`src/rtl/cpu_pkg.sv`:
```
// Shared definitions for the 5-stage MIPS core pipeline.
// Holds the decoded control bundle layout (LSB first), its width, the bubble
// encoding, per-field bit indices, and a helper that tells whether an
// instruction reads rt as a source operand.
package cpu_pkg;

    localparam int CTRL_W = 21;

    // Field bit positions inside the packed control bundle
    localparam int REGDST_BIT        = 0;
    localparam int BRANCH_BIT        = 1;
    localparam int BRANCH_TYPE_BIT   = 2;
    localparam int JUMP_BIT          = 3;
    localparam int MEM_TO_REG_BIT    = 4;
    localparam int MEM_WRITE_LO      = 5;
    localparam int MEM_WRITE_HI      = 8;
    localparam int ALU_SRC_BIT       = 9;
    localparam int ALU_SHIFT_IMM_BIT = 10;
    localparam int REG_WRITE_BIT     = 11;
    localparam int LOAD_IMM_BIT      = 12;
    localparam int ZERO_EX_BIT       = 13;
    localparam int EOP_BIT           = 14;
    localparam int MEM_RD_W_LO       = 15;
    localparam int MEM_RD_W_HI       = 16;
    localparam int ALU_CTRL_LO       = 17;
    localparam int ALU_CTRL_HI       = 20;

    // Declared MSB first so the packed layout matches the bit indices above
    typedef struct packed {
        logic [3:0] alu_control;
        logic [1:0] mem_read_width;
        logic       eop;
        logic       zero_ex;
        logic       load_imm;
        logic       reg_write;
        logic       alu_shift_imm;
        logic       alu_src;
        logic [3:0] mem_write;
        logic       mem_to_reg;
        logic       jump;
        logic       branch_type;
        logic       branch;
        logic       regdst;
    } ctrlBundle_t;

    // All-zero bundle: no register write, no memory write, no EOP
    localparam logic [CTRL_W-1:0] CTRL_BUBBLE = '0;

    // rt is a source for R-type ops, stores (data) and compare-branches.
    // Jumps that happen to set the branch bit do not read rt.
    function automatic logic usesRt(input logic regDst, input logic [3:0] memWrite,
                                    input logic branch, input logic jump);
        return regDst | (|memWrite) | (branch & ~jump);
    endfunction

endpackage

```
`src/rtl/id_ex_stage.sv`:
```
// ID/EX pipeline register with load-use hazard detection.
//
// Ports:
//   clk, reset          core clock, synchronous active-high reset
//   en                  debug-unit advance enable; 0 freezes every register
//   flush               taken branch/jump; instruction in ID is discarded
//   id_ctrl, id_*       decoded control bundle, operands and fields from ID
//   ex_ctrl, ex_*       registered copies presented to EX
//   stall               combinational; upstream holds PC and IF/ID
//   halted              sticky, set once an EOP instruction leaves EX
//   bubble_cnt          saturating count of load-use bubbles inserted
//
// hazard_unit is kept here as a standalone combinational block so a later
// forwarding unit can reuse it without pulling in the pipeline register.

module hazard_unit
    import cpu_pkg::*;
(
    input  logic       exMemToReg,
    input  logic [4:0] exRt,
    input  logic       idRegDst,
    input  logic [3:0] idMemWrite,
    input  logic       idBranch,
    input  logic       idJump,
    input  logic [4:0] idRs,
    input  logic [4:0] idRt,
    input  logic       en,
    input  logic       flush,
    input  logic       halted,
    output logic       loadUse,
    output logic       stall
);

    logic rtIsSource;

    always_comb begin
        rtIsSource = usesRt(idRegDst, idMemWrite, idBranch, idJump);
        // r0 is hardwired to zero, so a load into it never creates a dependency
        loadUse    = exMemToReg & (exRt != 5'd0) &
                     ((exRt == idRs) | (rtIsSource & (exRt == idRt)));
        // A flush or halt replaces the ID instruction anyway, so holding it is pointless
        stall      = loadUse & en & ~flush & ~halted;
    end

endmodule

module id_ex_stage
    import cpu_pkg::*;
#(
    parameter int DATA_W = 32,
    parameter int CNT_W  = 16
) (
    input  logic              clk,
    input  logic              reset,
    input  logic              en,
    input  logic              flush,
    input  logic [CTRL_W-1:0] id_ctrl,
    input  logic [DATA_W-1:0] id_pc_plus4,
    input  logic [DATA_W-1:0] id_rdata1,
    input  logic [DATA_W-1:0] id_rdata2,
    input  logic [DATA_W-1:0] id_imm,
    input  logic [4:0]        id_rs,
    input  logic [4:0]        id_rt,
    input  logic [4:0]        id_rd,
    input  logic [4:0]        id_shamt,
    output logic [CTRL_W-1:0] ex_ctrl,
    output logic [DATA_W-1:0] ex_pc_plus4,
    output logic [DATA_W-1:0] ex_rdata1,
    output logic [DATA_W-1:0] ex_rdata2,
    output logic [DATA_W-1:0] ex_imm,
    output logic [4:0]        ex_rs,
    output logic [4:0]        ex_rt,
    output logic [4:0]        ex_rd,
    output logic [4:0]        ex_shamt,
    output logic              stall,
    output logic              halted,
    output logic [CNT_W-1:0]  bubble_cnt
);

    ctrlBundle_t idCtrlS;
    ctrlBundle_t exCtrlS;
    logic        loadUse;

    assign idCtrlS = ctrlBundle_t'(id_ctrl);
    assign exCtrlS = ctrlBundle_t'(ex_ctrl);

    hazard_unit uHazard (
        .exMemToReg (exCtrlS.mem_to_reg),
        .exRt       (ex_rt),
        .idRegDst   (idCtrlS.regdst),
        .idMemWrite (idCtrlS.mem_write),
        .idBranch   (idCtrlS.branch),
        .idJump     (idCtrlS.jump),
        .idRs       (id_rs),
        .idRt       (id_rt),
        .en         (en),
        .flush      (flush),
        .halted     (halted),
        .loadUse    (loadUse),
        .stall      (stall)
    );

    always_ff @(posedge clk) begin
        if (reset) begin
            ex_ctrl     <= CTRL_BUBBLE;
            ex_pc_plus4 <= '0;
            ex_rdata1   <= '0;
            ex_rdata2   <= '0;
            ex_imm      <= '0;
            ex_rs       <= '0;
            ex_rt       <= '0;
            ex_rd       <= '0;
            ex_shamt    <= '0;
            halted      <= 1'b0;
            bubble_cnt  <= '0;
        end else if (en) begin
            // The EOP instruction still moves on this edge; halt takes effect next
            if (exCtrlS.eop)
                halted <= 1'b1;

            if (halted || flush || loadUse) begin
                ex_ctrl     <= CTRL_BUBBLE;
                ex_pc_plus4 <= '0;
                ex_rdata1   <= '0;
                ex_rdata2   <= '0;
                ex_imm      <= '0;
                ex_rs       <= '0;
                ex_rt       <= '0;
                ex_rd       <= '0;
                ex_shamt    <= '0;
                // Only genuine load-use bubbles are counted (not flush/halt ones)
                if (!halted && !flush && (bubble_cnt != '1))
                    bubble_cnt <= bubble_cnt + CNT_W'(1);
            end else begin
                ex_ctrl     <= id_ctrl;
                ex_pc_plus4 <= id_pc_plus4;
                ex_rdata1   <= id_rdata1;
                ex_rdata2   <= id_rdata2;
                ex_imm      <= id_imm;
                ex_rs       <= id_rs;
                ex_rt       <= id_rt;
                ex_rd       <= id_rd;
                ex_shamt    <= id_shamt;
            end
        end
    end

endmodule
```
`config.mk`:
```
export PLATFORM = sky130hd
export DESIGN_NAME = id_ex_stage
export DESIGN_NICKNAME = d
export VERILOG_FILES = /design/src/rtl/cpu_pkg.sv /design/src/rtl/id_ex_stage.sv
export SDC_FILE = /design/constraint.sdc
export NUM_CORES = 1
export LEC_CHECK = 0
export BUFFER_PORTS_ARGS = -buffer_cell sky130_fd_sc_hd__buf_2
export CAP_MARGIN = 20
export CORE_AREA = 2 2 139 141
export CTS_CLUSTER_DIAMETER = 50
export DETAILED_ROUTE_END_ITERATION = 6
export DIE_AREA = 0 0 141 143
export PLACE_DENSITY_LB_ADDON = 0.15
export REMOVE_ABC_BUFFERS = 1
export SYNTH_ARGS = -nofsm -noshare
export SYNTH_HDL_FRONTEND = slang
export SYNTH_HIERARCHICAL = 1
export SYNTH_SLANG_ARGS = --single-unit
```
`constraint.sdc`:
```
create_clock -name clk -period 3.2 [get_ports clk]
set_input_delay 0.48 -clock clk [delete_from_list [all_inputs] [get_ports clk]]
set_output_delay 0.48 -clock clk [all_outputs]
set_load 0.01 [all_outputs]
```
==> impl_metrics.yaml, run 1 <==
logic_synthesis:
  synthArstFlopShare: 0
  synth_cells: 674
  syn_area_per_cell_sq_um: 10.30
  ys_warn_count: 6
  synthTopCellsByArea: "dfxtp_1 (54%), mux2i_1 (24%), nor2_1 (9.5%)"
  yosys_register_bits: 186
  ys.flop_type: "dfxtp_1"
  synth.distinct_cells: 42
  yosysTopAreaCellShare: 0.5361
  syn-cell-area_sq_mm: 0.006945
  yosys.area.top_type: "dfxtp_1"
  ys_seq_area_frac: 0.5361
  synth_edf_count: 0
setup_path:
  endpoint_kind: "flip-flop"
  cp_max_fo: 8
  reg2reg_from: "ex_rt[2]$_SDFFE_PP0P_"
  cp-start-kind: "flip-flop"
  reg2reg_slack_ns: 0.57
  crit_type: "flip-flop to flip-flop"
  required_ns: 3.56
  reg2reg_depth: 8
  worstPathArrival_ns: 2.99
  timing.rr.end: "bubble_cnt[12]$_SDFFE_PP0P_"
placed_design:
  place_hpwl_mm: 13.70
  port_buffers: 359
  pre_cts_ws_ns: 0.2927
  dp.cells: 1231
  gp_congestion: 0.8220
job:
  max_cap_violations: 0
cells_and_area:
  areaGrowthSynthToFinish_pct: 37.42
  drive_gt1_frac: 0.3897
  instances_no_fill: 1266
  final_nets: 1190
floorplan:
  initial_core_util: 0.3738
  die_h_um: 143
  dieArea_sq_mm: 0.02016
  ios: 360
  core_area_sq_mm: 0.01858
  die_x_um: 141
  rows: 50
routing:
  routed_wirelength_mm: 19.04
  ant_nets: 0
  vias_per_cell: 4.651
  first_pass_iters: 4
  drt_iter0_markers: 187
  wl_per_cell_um: 15.04
  via_count: 5888
  drc_errors: 0
timing:
  rsz0062_at_grt: "no"
  fmax_mhz: 379.8
  tns_ns: 0
  fin_crit_sh: 0.8227
  worst_pin_slew_ns: 1.008
  clock_skew_ns: 0.01741
  worst_slack_ns: 0.5673
  finalCriticalPeriod_ns: 2.633
  slew_headroom: 0.3279
  holdWs_ns: 0.2798
  drv_slew: 0
  hold_violations: 0
  setup_viol: 0
global_route:
  grt_pass1_vias: 5643
  grt_pass1_wl_mm: 29.49
  antenna_found_initial: 3
  grt_overflow: 0
  grt_usage: 0.1845
  grt_max_degree: 135
hold_path:
  hold_end: "ex_imm[21]$_SDFFE_PP0P_"
  hold_depth: 3
  hold_start: "id_imm[21]"
  hold_class: "input pin to flip-flop"
status:
  status: "finished clean"
clocking:
  cts_resized: 0
  clock_latency_ns: 0.43
  postCtsSetupBuffers: 0
  cts.sinks: 186
  htreeDepth: 4
  ctsHoldBuffers: 0
  cts_buffer_depth: 2
  path_clk_slew_ns: 0.08
  cts_made_buffers: 17
  cts_root_buf: "clkbuf_16"
  cts_tree: "done"
power_and_ir_drop:
  power_leakage_nw: 4.943
  worst_ir_drop_vdd_mv: 0.3237
  p_per_area_mw_per_mm2: 541.9
  p_total_w: 0.005172
## worst max path at each step
stage / start / endpoint / slack (ns) / cells after the start
final: ex_rt[2]$_SDFFE_PP0P_ / bubble_cnt[12]$_SDFFE_PP0P_ / 0.57 / 8
after global routing: ex_rt[3]$_SDFFE_PP0P_ / bubble_cnt[12]$_SDFFE_PP0P_ / 0.31 / 8
after CTS: ex_rt[2]$_SDFFE_PP0P_ / bubble_cnt[12]$_SDFFE_PP0P_ / 0.53 / 8
after detailed placement: id_rs[2] / bubble_cnt[12]$_SDFFE_PP0P_ / 0.29 / 9
after global placement: id_rs[2] / bubble_cnt[12]$_SDFFE_PP0P_ / 0.31 / 9
after floorplan: id_rs[2] / ex_ctrl[0]$_SDFFE_PP0P_ / -1.02 / 7
## final cells by class
type	count	area, sq um
Fill cell	1796	9036
Antenna cell	3	7.507
Clock buffer	20	456.7
Sequential cell	186	3724
Tap cell	234	292.8
Inverter	2	7.507
Clock inverter	12	127.6
Multi-Input combinational cell	445	3047
Timing Repair Buffer	364	1882
## where the power goes
| part | internal, W | switching, W |
|---|---|---|
| combinational | 0.000287 | 0.000310 |
| clock | 0.00114 | 0.000956 |
| sequential | 0.00242 | 0.0000547 |
| total | 0.00385 | 0.00132 |
## state kept, by name, indices dropped and copies added (netlist names)
register     count
bubble_cnt      16
ex_ctrl         21
ex_imm          32
ex_pc_plus4     32
ex_rd            5
ex_rdata1       32
ex_rdata2       32
ex_rs            5
ex_rt            5
ex_shamt         5
halted           1
## metal layers
layer | routed length (um) | vias to the layer above | GRT usage | part of all wire
met5 | 0 | - | 0 | 0
met4 | 454 | 0 | 0.07105 | 0.024
met1 | 7851 | 2653 | 0.2194 | 0.41
met2 | 9176 | 213 | 0.3019 | 0.48
met3 | 1554 | 29 | 0.07243 | 0.082
li1 | - | 2993 | - | -
## metrics by stage
| stage | util | instance area (sq um) |
|---|---|---|
| after floorplan | - | 6764 |
| after global placement | 0.4818 | 8952 |
| after detailed placement | 0.4818 | 8952 |
| after CTS | 0.5133 | 9537 |
| after global routing | 0.5137 | 9544 |
| final | 0.5137 | 9544 |
## critical path, stage by stage (launching register included)
cell and delay, ns:
dfxtp_1 0.43, xor2_1 0.10, nor3_1 0.23, nand3_1 0.13
a21oi_1 0.35, nand4bb_4 0.18, or3_1 0.49, or4_1 0.53
a21oi_1 0.14
## kinds of logic (layout without fill, tap and decap cells)
family                     count (synthesis)  after routing  share of synthesized area
muxes                                    169            169                     0.2436
other                                      0              3                          0
and+or+nand+nor                          231            231                     0.1465
DFF                                      186            186                     0.5361
xor gates and xnor gates                  10             10                    0.01261
buffers and inverters                     43            398                    0.02720
adders and majority gates                  1              1                   0.001801
AOI/OAI and AO/OA                         34             34                    0.03225
## synthesized netlist by cell type (2+ instances only)
cell and count:
nand2_1 10, a211oi_1 4, a21oi_1 11, and3_1 3, nor2_1 175, nor3_1 8, xor2_1 6, o31ai_1 6
inv_1 2, nor4_1 2, nor3b_1 2, a31oi_1 3, xnor2_1 4, mux2i_1 169, o311ai_0 2, buf_1 4
nand4_1 4, dfxtp_1 186, clkbuf_1 23, buf_2 11, o21ai_0 2, or3_1 3, nand3_1 8, a41oi_1 2
nand2b_1 2, or4_1 6
## cell usage in the layout, fill, tap and decap left out, types with 2 or more instances in the layout
master,n
a211oi_1,4
a21oi_1,11
a31oi_1,3
a41oi_1,2
and3_1,3
buf_12,3
buf_2,358
buf_4,2
clkbuf_16,17
clkbuf_8,2
clkinvlp_4,2
dfxtp_1,186
diode_2,3
inv_1,2
inv_6,4
inv_8,3
mux2i_1,169
nand2_1,9
nand2b_1,2
nand3_1,8
nand4_1,4
nor2_1,175
nor3_1,8
nor3b_1,2
o21ai_0,2
o311ai_0,2
o31ai_1,6
or3_1,3
or4_1,6
xnor2_1,4
xor2_1,6
No activity file was read; power rests on OpenSTA's default activity.
==> run 2, diff against run 1 <==
--- a/config.mk
+++ b/config.mk
@@ -5,6 +5,7 @@
 export SDC_FILE = /design/constraint.sdc
 export NUM_CORES = 1
 export LEC_CHECK = 0
+export ABC_AREA = 1
 export BUFFER_PORTS_ARGS = -buffer_cell sky130_fd_sc_hd__buf_2
 export CAP_MARGIN = 20
 export CORE_AREA = 2 2 139 141
==> constraint.sdc (replaced) <==
create_clock -name clk -period 2.3 [get_ports clk]
set_input_delay 0.345 -clock clk [delete_from_list [all_inputs] [get_ports clk]]
set_output_delay 0.345 -clock clk [all_outputs]
set_load 0.01 [all_outputs]
==> run 2 against run 1 <==
Against the previous run:
- first-iteration DRC count increased by 110%
- via count grew 26%
- global-route usage rose by 2.6 points
- worst hold slack got worse by 0.14 ns
- wire length up 15%
- sequential power increased by 42%
- non-clock buffer count grew 14
- area after synthesis grew 11%
==> impl_metrics.yaml, run 2 <==
logic_synthesis:
  syn-cell-area_sq_mm: 0.007704
  synthArstFlopShare: 0
  synth_cells: 974
  yosysMostFrequentCell: "inv_1"
  yosysTopAreaCellShare: 0.4834
  synthTopCellsByArea: "dfxtp_1 (48%), a211oi_1 (16%), o21ai_0 (11%)"
  ys_warn_count: 6
  syn_area_per_cell_sq_um: 7.909
  yosys_register_bits: 186
  synth.distinct_cells: 24
  synth_edf_count: 0
  synth_commonest_cells: "inv_1 (204), dfxtp_1 (186), a211oi_1 (169), o21ai_0 (169), nand2_1 (68)"
  yosys.area.top_type: "dfxtp_1"
  ys_seq_area_frac: 0.4834
  ys.flop_type: "dfxtp_1"
timing:
  slew_headroom: 0.6235
  worst_pin_slew_ns: 0.5634
  drv_slew: 0
  fin_crit_sh: 0.8527
  clock_skew_ns: 0.009666
  tns_ns: 0
  finalCriticalPeriod_ns: 1.961
  hold_violations: 0
  holdWs_ns: 0.1424
  setup_viol: 0
  fmax_mhz: 509.9
  rsz0062_at_grt: "no"
placed_design:
  port_buffers: 359
  placed_cell_area_sq_mm: 0.009701
  gp_congestion: 0.8123
  place_hpwl_mm: 15.67
floorplan:
  dieArea_sq_mm: 0.02016
  initial_core_util: 0.4146
  core_area_sq_mm: 0.01858
  ios: 360
  die_x_um: 141
  rows: 50
  die_h_um: 143
job:
  max_cap_violations: 0
clocking:
  cts_buffer_depth: 2
  cts_made_buffers: 17
  clock_latency_ns: 0.43
  cts.sinks: 186
  ctsHoldBuffers: 0
  cts_root_buf: "clkbuf_16"
  cts_resized: 0
  htreeDepth: 4
  postCtsSetupBuffers: 0
  path_clk_slew_ns: 0.07
  cts_tree: "done"
routing:
  drt_iter0_markers: 390
  ant_nets: 0
  via_count: 7398
  routed_wirelength_mm: 21.81
  wl_per_cell_um: 14.17
  first_pass_iters: 4
  vias_per_cell: 4.807
  drc_errors: 0
cells_and_area:
  multi_input_area_sq_mm: 0.002859
  final_common_cell: "buf_2"
  final_cell_area_sq_mm: 0.01037
  layout_common_cells: "buf_2 (358), inv_1 (203), dfxtp_1 (186)"
  nFillCells: 1824
  areaGrowthSynthToFinish_pct: 34.63
  final_util: 0.5582
  drive_gt1_frac: 0.3231
  final_nets: 1466
  ff_latch_area_sq_mm: 0.003724
global_route:
  grt_overflow: 0
  grt_max_degree: 83
  grt_usage: 0.2108
  grt_pass1_wl_mm: 34.10
  grt_pass1_vias: 6750
  antenna_found_initial: 3
power_and_ir_drop:
  switching_share: 0.2510
  power_frac_comb: 0.131
  p_sw_w: 0.001949
  seqPwrFrac: 0.451
  worst_ir_drop_vdd_mv: 0.4876
  p_total_w: 0.007767
  p_per_area_mw_per_mm2: 748.9
  clock_power_share: 0.417
  power_leakage_nw: 5.260
  internal_power_w: 0.005818
setup_path:
  worstPathArrival_ns: 2.27
  endpoint_kind: "flip-flop"
  crit_type: "flip-flop to flip-flop"
  cp_max_fo: 5
  cp-start-kind: "flip-flop"
  required_ns: 2.61
hold_path:
  hold_class: "input pin to flip-flop"
status:
  status: "finished clean"
## run 2: final cells by class
| class | instances | share of cell area |
|---|---|---|
| well taps | 234 | 0.02823 |
| diodes | 2 | 0.0004826 |
| flip-flops and latches | 186 | 0.3590 |
| inverters | 207 | 0.07516 |
| clock buffers | 18 | 0.04235 |
| multi-input cells | 502 | 0.2757 |
| clock inverters | 12 | 0.02039 |
| repair buffers | 378 | 0.1987 |
## run 2: cells by family after synthesis
group                      after synthesis  synth area share
buffers and inverters                  286            0.1465
and+or+nand+nor                        146           0.07877
adders and majority gates                1          0.001624
AOI/OAI and AO/OA                      348            0.2818
DFF                                    186            0.4834
xor gates and xnor gates                 7          0.007959
## run 2: critical path, stage by stage, from the launching register on
cell and delay, ns:
dfxtp_1 0.35, inv_1 0.12, nand2_1 0.06, nand2_1 0.06
nand2_1 0.05, nor2_1 0.11, nand2_1 0.07, nand2_1 0.07
nand2_2 0.06, inv_1 0.05, inv_1 0.06, a21boi_4 0.20
buf_4 0.16, buf_4 0.11, nand3_2 0.12, a21oi_1 0.16
nor2_1 0.05
## run 2: power groups by stage
| stage | clock, W | sequential, W | combinational, W |
|---|---|---|---|
| finish | 0.00324 | 0.00351 | 0.00102 |
| global route | 0.00344 | 0.00353 | 0.00114 |
| CTS | 0.00330 | 0.00351 | 0.00103 |
| detailed placement | 0 | 0.00357 | 0.00103 |
| global placement | 0 | 0.00357 | 0.00102 |
| floorplan | 0 | 0.00367 | 0.000372 |
## run 2: metrics by stage
step | worst slack [ns] | std cells
3_3_place_gp | 0.2739 | 1505
3_5_place_dp | 0.2360 | 1505
4_1_cts | 0.2716 | 1535
6_report | 0.3387 | 1539
5_1_grt | 0.1090 | 1539
2_1_floorplan | -3.085 | 895
## run 2: path summary, 6_finish.rpt
| path | slack, ns | cells after the start | end | startpoint |
|---|---|---|---|---|
| worst max-delay path | 0.34 | 16 | bubble_cnt[2]$_SDFFE_PP0P_ | ex_rt[3]$_SDFFE_PP0P_ |
| worst min-delay path | 0.14 | 2 | bubble_cnt[0]$_SDFFE_PP0P_ | reset |
| worst max register to register | 0.34 | 16 | bubble_cnt[2]$_SDFFE_PP0P_ | ex_rt[3]$_SDFFE_PP0P_ |
| worst min register to register | 0.54 | 2 | halted$_SDFFE_PP0P_ | halted$_SDFFE_PP0P_ |
## run 2: per-layer routing
metal | track usage | wire [um] | up-vias
met2 | 0.3528 | 10380 | 237
li1 | - | - | 3868
met4 | 0.08684 | 587 | 0
met5 | 0 | 0 | -
met1 | 0.2516 | 9275 | 3254
met3 | 0.06707 | 1564 | 39
